## config.mk

```make
export PLATFORM = sky130hd
export DESIGN_NAME = panel_switch_conditioner_flat
export DESIGN_NICKNAME = d
export VERILOG_FILES = /design/src/rtl/panel_pkg.sv /design/src/rtl/panel_switch_conditioner_if.sv /design/src/rtl/panel_debounce_chan.sv /design/src/rtl/panel_switch_conditioner.sv /design/src/flat_wrapper.sv
export SDC_FILE = /design/constraint.sdc
export NUM_CORES = 1
export LEC_CHECK = 0
export ABC_AREA = 1
export CAP_MARGIN = 30
export CORE_MARGIN = 1.5
export CORE_UTILIZATION = 45
export DETAILED_ROUTE_END_ITERATION = 10
export PLACE_DENSITY = 0.65
export REMOVE_ABC_BUFFERS = 1
export SLEW_MARGIN = 20
export SYNTH_ARGS = -nofsm -noshare
export SYNTH_HDL_FRONTEND = slang
export SYNTH_HIERARCHICAL = 1
export SYNTH_SLANG_ARGS = --single-unit
```

## constraint.sdc

```tcl
create_clock -name SYSCLK -period 1.8 [get_ports SYSCLK]
set_clock_uncertainty 0.05 [all_clocks]
set_input_delay 0.18 -clock SYSCLK [delete_from_list [all_inputs] [get_ports SYSCLK]]
set_output_delay 0.18 -clock SYSCLK [all_outputs]
set_load 0.02 [all_outputs]
```

## src/rtl/panel_pkg.sv

```systemverilog
// Shared definitions for the front-panel switch conditioner: channel state encoding
// and counter sizing helpers.
package panel_pkg;

  typedef enum logic [1:0] {
    PS_IDLE         = 2'd0,
    PS_PRESS_WAIT   = 2'd1,
    PS_HELD         = 2'd2,
    PS_RELEASE_WAIT = 2'd3
  } panel_state_e;

  // Bits needed to hold values 0..max_count, never less than one.
  function automatic int unsigned count_width(input int unsigned max_count);
    return (max_count < 1) ? 1 : $clog2(max_count + 1);
  endfunction

  function automatic int unsigned max2(input int unsigned a, input int unsigned b);
    return (a > b) ? a : b;
  endfunction

endpackage

```

## src/rtl/panel_switch_conditioner_if.sv

```systemverilog
// Button-side bundle of the switch conditioner: raw pins in, clean levels,
// sample tick and press/release pulses out.
interface panel_switch_conditioner_if #(
  parameter int NBUT = 4
);
  logic [NBUT-1:0] but_raw;
  logic            tick;
  logic [NBUT-1:0] level;
  logic [NBUT-1:0] press;
  logic [NBUT-1:0] release_pulse;

  modport master (output but_raw, input tick, level, press, release_pulse);
  modport slave  (input but_raw, output tick, level, press, release_pulse);
endinterface

```

## src/rtl/panel_debounce_chan.sv

```systemverilog
// One button channel: 2-flop synchroniser, tick-driven debounce FSM, registered outputs.
// Optional auto-repeat of press pulses while held is built when PANEL_AUTOREPEAT_EN is defined.
module panel_debounce_chan
  import panel_pkg::*;
#(
  parameter int DEBOUNCE_TICKS = 8,
  parameter int ACTIVE_LOW     = 1,
  parameter int REPEAT_DELAY   = 500,
  parameter int REPEAT_PERIOD  = 100
) (
  input  logic clk,
  input  logic rst_n,
  input  logic tick,
  input  logic raw,
  output logic level,
  output logic press,
  output logic release_pulse
);

  localparam logic RAW_RELEASED = (ACTIVE_LOW != 0);
`ifdef PANEL_AUTOREPEAT_EN
  localparam int CW = count_width(max2(DEBOUNCE_TICKS, REPEAT_DELAY));
  localparam int RW = count_width(max2(REPEAT_DELAY, REPEAT_PERIOD));
  localparam logic [RW-1:0] RD_L = RW'(REPEAT_DELAY);
  localparam logic [RW-1:0] RP_L = RW'(REPEAT_PERIOD);
`else
  localparam int CW = count_width(DEBOUNCE_TICKS);
`endif
  localparam logic [CW-1:0] DB = CW'(DEBOUNCE_TICKS);

  logic         sync1_q, sync2_q, s;
  panel_state_e state_q, state_d;
  logic [CW-1:0] count_q, count_d, count_inc;
  logic         level_q, level_d;
  logic         press_q, press_d, accept_press;
  logic         release_q, release_d;

  // Synchronisers start at the released pin value so reset exit looks like "no press".
  // NOTE: sequential state uses non-blocking (<=) so every flop samples pre-edge values.
  always_ff @(posedge clk or negedge rst_n) begin
    if (!rst_n) begin
      sync1_q <= RAW_RELEASED;
      sync2_q <= RAW_RELEASED;
    end else begin
      sync1_q <= raw;
      sync2_q <= sync1_q;
    end
  end

  assign s         = (ACTIVE_LOW != 0) ? ~sync2_q : sync2_q;
  assign count_inc = (count_q == '1) ? count_q : count_q + 1'b1;

`ifdef PANEL_AUTOREPEAT_EN
  logic [RW-1:0] rep_q, rep_d, rep_inc;
  logic          rep_late_q, rep_late_d, rep_pulse;

  assign rep_inc = (rep_q == '1) ? rep_q : rep_q + 1'b1;

  always_ff @(posedge clk or negedge rst_n) begin
    if (!rst_n) begin
      rep_q      <= '0;
      rep_late_q <= 1'b0;
    end else begin
      rep_q      <= rep_d;
      rep_late_q <= rep_late_d;
    end
  end
`endif

  // NOTE: every output of this block is defaulted first so no path infers a latch.
  always_comb begin
    state_d      = state_q;
    count_d      = count_q;
    level_d      = level_q;
    accept_press = 1'b0;
    release_d    = 1'b0;
`ifdef PANEL_AUTOREPEAT_EN
    rep_d        = rep_q;
    rep_late_d   = rep_late_q;
    rep_pulse    = 1'b0;
`endif
    if (tick) begin
      unique case (state_q)
        PS_IDLE: begin
          if (s) begin
            if (DEBOUNCE_TICKS <= 1) begin
              state_d      = PS_HELD;
              count_d      = '0;
              level_d      = 1'b1;
              accept_press = 1'b1;
            end else begin
              state_d = PS_PRESS_WAIT;
              count_d = CW'(1);
            end
          end
        end
        PS_PRESS_WAIT: begin
          if (!s) begin
            state_d = PS_IDLE;
            count_d = '0;
          end else if (count_inc >= DB) begin
            state_d      = PS_HELD;
            count_d      = '0;
            level_d      = 1'b1;
            accept_press = 1'b1;
          end else begin
            count_d = count_inc;
          end
        end
        PS_HELD: begin
          if (!s) begin
            if (DEBOUNCE_TICKS <= 1) begin
              state_d   = PS_IDLE;
              count_d   = '0;
              level_d   = 1'b0;
              release_d = 1'b1;
            end else begin
              state_d = PS_RELEASE_WAIT;
              count_d = CW'(1);
            end
          end
`ifdef PANEL_AUTOREPEAT_EN
          else if (rep_inc >= (rep_late_q ? RP_L : RD_L)) begin
            rep_pulse  = 1'b1;
            rep_d      = '0;
            rep_late_d = 1'b1;
          end else begin
            rep_d = rep_inc;
          end
`endif
        end
        PS_RELEASE_WAIT: begin
          if (s) begin
            state_d = PS_HELD;
            count_d = '0;
          end else if (count_inc >= DB) begin
            state_d   = PS_IDLE;
            count_d   = '0;
            level_d   = 1'b0;
            release_d = 1'b1;
          end else begin
            count_d = count_inc;
          end
        end
        default: begin
          state_d = PS_IDLE;
          count_d = '0;
          level_d = 1'b0;
        end
      endcase
    end
`ifdef PANEL_AUTOREPEAT_EN
    // A fresh acceptance restarts the repeat schedule; a bounce back into HELD does not.
    if (accept_press) begin
      rep_d      = '0;
      rep_late_d = 1'b0;
    end
    press_d = accept_press | rep_pulse;
`else
    press_d = accept_press;
`endif
  end

  always_ff @(posedge clk or negedge rst_n) begin
    if (!rst_n) begin
      state_q   <= PS_IDLE;
      count_q   <= '0;
      level_q   <= 1'b0;
      press_q   <= 1'b0;
      release_q <= 1'b0;
    end else begin
      state_q   <= state_d;
      count_q   <= count_d;
      level_q   <= level_d;
      press_q   <= press_d;
      release_q <= release_d;
    end
  end

  assign level         = level_q;
  assign press         = press_q;
  assign release_pulse = release_q;

endmodule

```

## src/rtl/panel_switch_conditioner.sv

```systemverilog
// Front-panel button conditioner: shared sample-tick prescaler feeding NBUT debounce channels.
// Define PANEL_AUTOREPEAT_EN to build auto-repeat press pulses for held buttons.
module panel_switch_conditioner
  import panel_pkg::*;
#(
  parameter int NBUT           = 4,
  parameter int CLK_HZ         = 12_500_000,
  parameter int TICK_HZ        = 1_000,
  parameter int DEBOUNCE_TICKS = 8,
  parameter int ACTIVE_LOW     = 1,
  parameter int REPEAT_DELAY   = 500,
  parameter int REPEAT_PERIOD  = 100
) (
  input logic                        SYSCLK,
  input logic                        nRESET,
  panel_switch_conditioner_if.slave  sw
);

  localparam int DIV = CLK_HZ / TICK_HZ;
  localparam int PW  = count_width(DIV - 1);

  logic [PW-1:0]   presc_q;
  logic            tick;
  logic [NBUT-1:0] level_v, press_v, release_v;

  assign tick = (presc_q == PW'(DIV - 1));

  always_ff @(posedge SYSCLK or negedge nRESET) begin
    if (!nRESET)   presc_q <= '0;
    else if (tick) presc_q <= '0;
    else           presc_q <= presc_q + 1'b1;
  end

  for (genvar g = 0; g < NBUT; g++) begin : g_chan
    panel_debounce_chan #(
      .DEBOUNCE_TICKS (DEBOUNCE_TICKS),
      .ACTIVE_LOW     (ACTIVE_LOW),
      .REPEAT_DELAY   (REPEAT_DELAY),
      .REPEAT_PERIOD  (REPEAT_PERIOD)
    ) u_chan (
      .clk           (SYSCLK),
      .rst_n         (nRESET),
      .tick          (tick),
      .raw           (sw.but_raw[g]),
      .level         (level_v[g]),
      .press         (press_v[g]),
      .release_pulse (release_v[g])
    );
  end

  assign sw.tick          = tick;
  assign sw.level         = level_v;
  assign sw.press         = press_v;
  assign sw.release_pulse = release_v;

endmodule
```

## src/flat_wrapper.sv

```systemverilog
// flat-port wrapper written by rule: the top's interface ports become plain ports
module panel_switch_conditioner_flat import panel_pkg::*;
#(
  parameter int NBUT           = 4,
  parameter int CLK_HZ         = 12_500_000,
  parameter int TICK_HZ        = 1_000,
  parameter int DEBOUNCE_TICKS = 8,
  parameter int ACTIVE_LOW     = 1,
  parameter int REPEAT_DELAY   = 500,
  parameter int REPEAT_PERIOD  = 100
)
  (SYSCLK, nRESET, sw_but_raw, sw_tick, sw_level, sw_press, sw_release_pulse);
  panel_switch_conditioner_if #(.NBUT(NBUT)) sw_i ();
  input logic SYSCLK;
  input logic nRESET;
  input wire logic [$bits(sw_i.but_raw)-1:0] sw_but_raw;
  output wire logic [$bits(sw_i.tick)-1:0] sw_tick;
  output wire logic [$bits(sw_i.level)-1:0] sw_level;
  output wire logic [$bits(sw_i.press)-1:0] sw_press;
  output wire logic [$bits(sw_i.release_pulse)-1:0] sw_release_pulse;
  assign sw_i.but_raw = sw_but_raw;
  assign sw_tick = sw_i.tick;
  assign sw_level = sw_i.level;
  assign sw_press = sw_i.press;
  assign sw_release_pulse = sw_i.release_pulse;
  panel_switch_conditioner #(.NBUT(NBUT), .CLK_HZ(CLK_HZ), .TICK_HZ(TICK_HZ), .DEBOUNCE_TICKS(DEBOUNCE_TICKS), .ACTIVE_LOW(ACTIVE_LOW), .REPEAT_DELAY(REPEAT_DELAY), .REPEAT_PERIOD(REPEAT_PERIOD)) u_core (.SYSCLK(SYSCLK), .nRESET(nRESET), .sw(sw_i));
endmodule
```

Word level (Yosys, flattened, before mapping)

Index checks and enable logic that the tools add are counted.

Flip-flop bits (word level): 58
Latch bits: 0
Memory bits (writable): 0
ROM bits: 0
Bits of input ports: 6
Output and inout bits: 13
Logic and storage cells: 212
Memories kept: 0

Add/subtract/negate cells: 5
Multipliers: 0
Div/mod/pow operators: 0
$lt $le $gt $ge: 4
Equality and inequality tests: 49
Shift operators: 0
Multiplexer cells: 105
Bitwise gates (word level): 0
Reduce and logical (&&, ||, !) cells: 20

Operator list:

| operator              | count |
|---|---|
| $mux 4                | 24 |
| $pmux 4 s4            | 4 |
| $mux 2                | 24 |
| $ne 2x2->1 const B    | 24 |
| $mux 1                | 44 |
| $pmux 2 s4            | 4 |
| $ne 3x3->1 const B    | 8 |
| $reduce_and 6->1      | 4 |
| $reduce_and 5->1      | 4 |
| $add 4x1->4 const B   | 4 |
| $eq 2x2->1 const B    | 8 |
| $eq 4x4->1 const B    | 4 |
| $ge 4x4->1 const B    | 4 |
| $add 14x1->14 const B | 1 |
| $eq 14x14->1 const B  | 1 |
| $mux 14               | 1 |
| $reduce_and 3->1      | 4 |
| $eq 2x1->1 const B    | 4 |
| $logic_not 2->1       | 4 |
| $pmux 1 s2            | 4 |
| $reduce_bool 2->1     | 4 |

Depth between registers and ports, before layout

Gate-level depths: netlist (run 1).

Word-level depth: 7
Mapped depth: 11
Depth with buffers taken out: 10

Modules after synthesis

Netlist (run 1), hierarchy kept.

By module, submodules not included:

| module                                            | times used | cells an instance | area each (um^2) | seq. area each (um^2) |
|---|---|---|---|---|
| panel_debounce_chan (u_core.g_chan[1].u_chan ...) | 2          | 70                | 569.3            | 277.8 |
| panel_switch_conditioner                          | 1          | 117               | 923.4            | 350.3 |
| panel_debounce_chan (u_core.g_chan[0].u_chan)     | 1          | 70                | 574.3            | 277.8 |
| panel_debounce_chan (u_core.g_chan[3].u_chan)     | 1          | 71                | 573.0            | 277.8 |

Worst setup path before layout (run 1)

OpenSTA, ideal clock, no wires.

Path kind: reg2reg
From: reg u_core.presc_q[0]
To: reg u_core.g_chan[1].u_chan.level_q
Library setup time: 0.118 ns
Data arrival time: 1.760 ns
Data required time: 1.632 ns
Slack: -0.127 ns
Stages on the path, launching flop included: 11
Buffers on the path: 0
Clock period less this slack: 1.927 ns
Cell sequence: dfrtp_1 ha_1 nand2_1 nor2_4 nand3_4 nor2_8 nand2_1 inv_2 nand3_1 nand2_1 nand2_1

Longest elaborated chain between the ends: 2

Ends and longest elaborated chain:

| element                           | line                           | text |
|---|---|---|
| from (decl)                       | panel_switch_conditioner.sv:22 | `logic [PW-1:0] presc_q;` |
| from (signal assigned)            | panel_switch_conditioner.sv:31 | `else presc_q <= presc_q + 1'b1;` |
| $eq 14x14->1                      | panel_switch_conditioner.sv:26 | `assign tick = (presc_q == PW'(DIV - 1));` |
| named net sw_tick                 | flat_wrapper.sv:17             | `output wire logic [$bits(sw_i.tick)-1:0] sw_tick;` |
| $reduce_and 6->1 (no source line) | --                             |  |
| to (signal assigned)              | panel_debounce_chan.sv:174     | `level_q <= level_d;` |
| to (decl)                         | panel_debounce_chan.sv:34      | `logic level_q, level_d;` |

The timed path passes the listed nets, and every way through them passes these cells.
A chain may end at the register's enable or synchronous reset.

Final worst setup path (run 1)

From: reg u_core.presc_q[10]
To: reg u_core.g_chan[0].u_chan.state_q[0]

Longest elaborated chain between the ends: 2

Ends and longest elaborated chain:

| element                           | line                           | text |
|---|---|---|
| $eq 14x14->1                      | panel_switch_conditioner.sv:26 |  |
| $reduce_and 5->1 (no source line) | --                             |  |
| to (signal assigned)              | panel_debounce_chan.sv:172     | `state_q <= state_d;` |
| to (decl)                         | panel_debounce_chan.sv:32      | `panel_state_e state_q, state_d;` |

Every way passes these cells.

==> impl_results.md, run 1 <==
- Max_slew headroom: 0.795
- Clk_lat worst skew: 0.34 ns
- Overflow after GRT: 0
- Synth area leaders: dfrtp_1 39%, nand2_1 12%, dfstp_2 6.5%
- Initial Util: 0.470
- TritonCTS clock tree: done
- Post-synth top area share: 0.390
- WP data required: 2.02 ns
- Pwr Density: 622 mW/mm2
- Port bufs: 18
- Largest net degree at the start of global routing: 59
- Worst Hold Class: in2reg
- Number of cells on the worst reg-to-reg path: 11
- WL/cell: 11.3 um
- Fmax: 590 MHz
- HP Start: sw_but_raw[0]
- Hold depth: 1
- Layout cells sized above 1: 0.276
- Clock-pin slew on the worst setup and hold paths: 0.06 ns
- Mapped Area: 0.00321 mm2
- Mapped Cells: 398
- Tmin final: 1.70 ns
- Cell taking the most area after synthesis: dfrtp_1
- Critical Path AT: 1.91 ns
- CTS root buffer: clkbuf_8
- WP buf/inv: 4
- Number of global-route vias before repair: 2,480
- H-tree levels: 3
- Final hold violations: 0
- GRT Overall Usage: 0.185
- Gpl congestion: 0.827
- Deepest clock path buffer count: 2
- Number of core rows: 30
- Antenna violations before repair: 0
- TritonCTS buffer count: 9
- ANT cells: 0
- IO Count: 19
- Kind of critical path: reg2reg
- Peak supply drop: 0.385 mV
- Leakage power total: 1.93 nW
- Fin crit share: 0.942
- Setup TNS: 0 ns
- Reg-to-reg startpoint: u_core/presc_q[10]
- DR vias/cell: 4.74
- Floorplan die width: 87.5 um
- Unrepaired setup endpoints after global routing: true
- CP Launch Type: flip-flop
- DRT antenna net count: 0
- Nets@finish: 463
- Max Cap Viol: 0
- Max-slew violations: 0
- Slew @ Worst Pin: 0.307 ns
- Yosys synthesis warning count: 6
- Hold EP: u_core/g_chan[0].u_chan/sync1_q
- DR iter-0 viols: 127
- Core ar.: 0.00683 mm2
- Detail Placement HPWL: 4590 um
- Final setup vio count: 0
- First-pass GRT wire length: 10,900 um
- Top delay family on crit path: simple AND/OR/NAND/NOR gates
- Critical-path cell list: inv_1, nand2_1, nor2_2, nand3_4, nor2_8, buf_6, buf_4, nand2_2, inv_2, nor2_1, a21oi_1
- CTS Sinks: 58
- Reg-to-Reg End: u_core/g_chan[0].u_chan/state_q[0]
- Die Ht: 87.5 um
- Post-synthesis average cell area: 8.06 um2
- Synth cell types: 28
- DRC: 0
- Detailed-route via count: 2,617
- Seq cells post-synth: 58
- Smallest hold slack: 0.194 ns
- Delay of the slowest cell on the worst path: 0.40 ns
- R2R setup slack: 0.10 ns
- DIE AREA: 0.00765 mm2
- DR pass1 iterations: 4
- Critical path's slowest cell: dfrtp_1
- Status: finished, final reports clean
- Post-Route WL: 6210 um
- Crit path max fanout: 7
- CP Capture Type: flip-flop
- Seq/Total Area, Yosys: 0.455
- P&R area growth vs syn: 21.3%
-- routing by layer --
layer  wire length (um)  GRT usage  up-vias
met5                  0          0        -
met4                104     0.0924        0
met3                197     0.0436        9
met2               2990      0.299       41
met1               2920      0.231     1203
li1                   -          -     1364
-- worst max-delay path by stage --
stage / from / end / slack (ns) / cells past startpoint
finish: u_core/presc_q[10] / u_core/g_chan[0].u_chan/state_q[0] / 0.10 / 11
global route: u_core/presc_q[10] / u_core/g_chan[3].u_chan/count_q[2] / -0.002 / 10
CTS: u_core/presc_q[0] / sw_tick / 0.003 / 6
detailed placement: u_core/presc_q[0] / sw_tick / 0.03 / 6
global placement: u_core/presc_q[0] / sw_tick / 0.04 / 6
floorplan: u_core/presc_q[0] / u_core/g_chan[1].u_chan/level / -0.13 / 10
-- state kept, by name, indices dropped and copies added, names as in the netlist, named ones only --
register,flops
u_core/g_chan.u_chan/count_q,16
u_core/presc_q,14
u_core/g_chan.u_chan/level,4
u_core/g_chan.u_chan/press,4
u_core/g_chan.u_chan/release_pulse,4
u_core/g_chan.u_chan/state_q,4
u_core/g_chan.u_chan/sync1_q,4
u_core/g_chan.u_chan/sync2_q,4
-- stage by stage --
step	power, mW	worst slack [ns]	utilization	cell area [um2]	cells
after floorplan	1.37	-0.127	-	3200	397
after global placement	1.41	0.0385	0.534	3650	530
after detailed placement	1.42	0.0308	0.534	3650	530
after CTS	2.46	0.00309	0.560	3820	547
after global routing	2.52	-0.00196	0.570	3890	552
final	2.42	0.105	0.570	3890	552
-- Yosys cell counts --
master    count
o21ai_0       1
clkinv_1      2
nor2_8        1
nand3_2       1
nand3_4       6
nor2_1       32
nand2_4       1
buf_6         1
nand3_1      40
nand4_1      15
nand2_2      21
nor3_1        1
a22oi_1       3
o21ai_1       9
dfrtp_1      50
o21bai_1      2
inv_1        46
nor2_2       14
nor2_4        4
a21oi_1       1
ha_1          6
dfstp_2       8
nor3_2        3
inv_2        17
xor2_1        4
nand2_1     104
o211ai_1      3
xnor2_1       2
-- power breakdown --
group          switching (mW)  internal (mW)  total, mW
Clock                   0.497          0.531       1.03
Combinational          0.0435         0.0212     0.0647
Sequential            0.00761           1.32       1.33
Total                   0.549           1.87       2.42
-- timing repair --
item / CTS / global route
endpoints found under the setup margin: 1 / 28
pin swaps: 0 / 5
hold endpoints to repair: 50 / 0
setup buffers: 0 / 5
hold buffers: 1 / 0
gates resized for setup: 3 / 15
cloned: 0 / 0
-- cells in the final DEF, fill, tap and decap left out, drive strengths merged, types with 3 or more instances in the layout --
| master | instances |
|---|---|
| clkinv | 4 |
| nor3 | 4 |
| o21ai | 10 |
| ha | 6 |
| nand2 | 126 |
| a22oi | 3 |
| o211ai | 3 |
| xor2 | 4 |
| dfrtp | 50 |
| nand4 | 15 |
| nand3 | 47 |
| dfstp | 8 |
| buf | 26 |
| clkdlybuf4s50 | 16 |
| inv | 64 |
| nor2 | 51 |
| clkbuf | 13 |
-- cells by family after synthesis --
group | Yosys count | synth area share
adders and majority gates | 6 | 0.0234
xor gates and xnor gates | 6 | 0.0164
buffers and inverters | 66 | 0.0795
AOI/OAI and AO/OA | 19 | 0.0359
DFF | 58 | 0.455
and+or+nand+nor | 243 | 0.389
-- worst register-to-register path, cell delays in order (launching register included) --
cell	delay, ns
dfrtp_1	0.40
inv_1	0.08
nand2_1	0.06
nor2_2	0.16
nand3_4	0.12
nor2_8	0.14
buf_6	0.14
buf_4	0.17
nand2_2	0.09
inv_2	0.07
nor2_1	0.04
a21oi_1	0.12
-- final cells by class --
cell class | instances | area, um2
well taps | 96 | 120
multi-input cells | 274 | 1520
fillers | 647 | 2940
clock buffers | 13 | 149
repair buffers | 43 | 380
clock inverters | 3 | 15.0
inverters | 65 | 246
flip-flops and latches | 58 | 1460
Note: power is estimated with default switching activity, not from simulation.
==> inputs of run 2 (changes only) <==
CELL_PAD_IN_SITES_DETAIL_PLACEMENT = 1   (was unset)
CELL_PAD_IN_SITES_GLOBAL_PLACEMENT = 1   (was unset)
CORE_UTILIZATION = 40   (was 45)
PLACE_DENSITY = unset   (was 0.65)
PLACE_DENSITY_LB_ADDON = 0.1   (was unset)
SYNTH_HIERARCHICAL = unset   (was 1)
==> run 2 against run 1 <==
Clock-buffer cell count decreased by 3. Sequential share of layout area up 1.4 points. Hold slack lost 0.011 ns. Combinational power rose by 6.2%. Via count up 0.42%. Fmax grew 0.74%. Cell count fell by 0.91%. Core utilization shrank 8.4 points. Area after synthesis down 0.43%. Clock power is 47% higher. Largest cell class is now registers.
==> impl_results.md, run 2 <==
- Sequential power share: 0.456
- Synth cell types: 33
- Post-synthesis average cell area: 7.76 um2
- Largest regs: u_core.g_chan.u_chan.count_q (16), u_core.presc_q (14)
- TritonCTS clock tree: done
- Max Cap Viol: 0
- Largest net degree at the start of global routing: 24
- Mapped Area: 0.00320 mm2
- Psw: 0.606 mW
- Die Ht: 92.4 um
- Pwr Density: 775 mW/mm2
- Share of total power in the clock network: 0.520
- Filler cell count: 955
- Design Power: 2.91 mW
- Switching portion of total power: 0.208
- Kind of critical path: reg2out
- Unrepaired setup endpoints after global routing: true
- CP Capture Type: output port
- Max_slew headroom: 0.675
- WP data required: 1.57 ns
- Slew @ Worst Pin: 0.488 ns
- Final hold violations: 0
- P&R area growth vs syn: 17.4%
- TritonCTS buffer count: 9
- Placed Instances: 529
- M2 GR Usage: 0.349
- Leakage power total: 1.91 nW
- Routing usage on met1: 0.230
- DR pass1 iterations: 4
- Commonest non-fill, non-tap cells in the layout: 98 x nand2_1, 62 x inv_1, 56 x nor2_1
- Detail Placement HPWL: 5700 um
- Comb pwr share: 0.024
- DR vias/cell: 4.80
- Critical-path cell list: ha_1, inv_1, nor2_1, nand3_2, nor2_4, buf_4
- Number of core rows: 32
- Synth cell count leaders: 98 x nand2_1, 62 x inv_1, 57 x nor2_1, 50 x dfrtp_1, 29 x nand3_1
- Pre-CTS WS: 0.0423 ns
- Post-Route WL: 7390 um
- Overflow after GRT: 0
- Clock-pin slew on the worst setup and hold paths: 0.07 ns
- Setup slack after layout: 0.117 ns
- Yosys synthesis warning count: 0
- DRT antenna net count: 0
- Worst Hold Class: in2reg
- Floorplan die width: 92.4 um
- Mapped Cells: 412
- Post-synth top area share: 0.392
- GR met3 Demand/Resource: 0.0583
- Number of global-route vias before repair: 2,819
- DR iter-0 viols: 64
- DRC: 0
- CTS root buffer: clkbuf_8
- Cell-internal power: 2.30 mW
- Share of flip-flops with an asynchronous set or reset: 1.00
- Fmax: 594 MHz
- Peak supply drop: 0.465 mV
- Largest Register: u_core.g_chan.u_chan.count_q
- Most common cell after layout, fill and taps aside: nand2_1
- Max-slew violations: 0
- CP Launch Type: flip-flop
- IO Count: 19
- H-tree levels: 3
- Count leader, synth: nand2_1
- Fin crit share: 0.935
- Antenna violations before repair: 0
- Deepest clock path buffer count: 2
- Delay of the slowest cell on the worst path: 0.37 ns
- First-pass GRT wire length: 12,900 um
- Initial Util: 0.414
- WL/cell: 13.5 um
- Post-synth top flop: dfrtp_1
- Core ar.: 0.00773 mm2
- Status: finished, final reports clean
- Nets@finish: 451
- CTS Sinks: 58
- Post-synth EDFFs: 0
- Seq/Total Area, Yosys: 0.457
- Setup TNS: 0 ns
- DIE AREA: 0.00853 mm2
- Tmin final: 1.68 ns
- Cell taking the most area after synthesis: dfrtp_1
- Seq cells post-synth: 58
- Detailed-route via count: 2,628
- Max reg flops: 16
- Critical path's slowest cell: dfrtp_1
- Synth area leaders: dfrtp_1 39%, nand2_1 12%, inv_1 7.3%
- Layout cells sized above 1: 0.180
- Crit path max fanout: 3
- Fin cells: 547
- Final setup vio count: 0
- GRT Max-Usage Layer: met2
- GRT Overall Usage: 0.198
- Critical Path AT: 1.45 ns
- Port bufs: 18
- Gpl congestion: 0.908
- Clk_lat worst skew: 0.34 ns
- ANT cells: 0
-- run 2: changes by cell type after synthesis, moves of 10 or more --
cell	previous run	this run
inv_2	17	6
nand3_1	40	29
nor2_1	32	57
nor3_1	1	11
buf_4	0	12
nand2_2	21	6
inv_1	46	62
-- run 2: timing repair --
item | in CTS | in global routing
gates resized for setup | 4 | 4
buffers inserted | 0 | 1
endpoints found under the setup margin | 1 | 9
endpoints found under the hold margin | 14 | 0
hold buffers | 1 | 0
-- run 2: area by class of cell --
cell class              count  area (um2)  area share
clock buffers              10         138      0.0367
clock inverters             6         114      0.0304
inverters                  69         260      0.0694
multi-input cells         268        1330       0.354
flip-flops and latches     58        1460       0.390
well taps                 102         128      0.0340
repair buffers             34         324      0.0864
-- run 2: through the flow --
step           hold WS [ns]   util  instance area (um2)
4_1_cts               0.159  0.483                 3730
3_3_place_gp          0.119  0.450                 3480
5_1_grt               0.170  0.485                 3750
2_1_floorplan        -0.166      -                 3050
3_5_place_dp          0.119  0.450                 3480
6_report              0.183  0.485                 3750
-- run 2: critical path, delay by kind of cell, from the launching register on --
family	cells	cell delay (ns)
buf+inv	2	0.21
fa+ha+maj	1	0.17
simple gates	3	0.35
flops	1	0.37
-- run 2: layer usage --
metal	share of wire	wire (um)
met1	0.46	3390
met2	0.51	3740
met3	0.022	159
met4	0.012	91
met5	0	0
-- run 2: cells by family after synthesis --
group	share of synthesized area
buffers and inverters	0.128
DFF	0.457
xor gates and xnor gates	0.0137
and+or+nand+nor	0.327
AOI/OAI and AO/OA	0.0540
adders and majority gates	0.0196
-- run 2: power by group through the flow --
stage	clock, mW	sequential [mW]	combinational [mW]
CTS	1.57	1.33	0.0724
floorplan	0	1.35	0.0172
global placement	0	1.35	0.0689
finish	1.51	1.33	0.0687
global route	1.62	1.33	0.0799
detailed placement	0	1.35	0.0702
-- run 2: worst paths after layout --
check,startpoint,end,slack (ns),cells after the start
max in group asynchronous,nRESET,u_core.g_chan[3].u_chan.sync2_q,0.86,3
hold reg to reg,u_core.g_chan[3].u_chan.sync1_q,u_core.g_chan[3].u_chan.sync2_q,0.31,0
hold / removal,sw_but_raw[3],u_core.g_chan[3].u_chan.sync1_q,0.18,1
min in group asynchronous,nRESET,u_core.g_chan[2].u_chan.press,0.28,2
setup reg to reg,u_core.presc_q[0],u_core.g_chan[2].u_chan.count_q[1],0.15,9
setup / recovery,u_core.presc_q[0],sw_tick,0.12,6
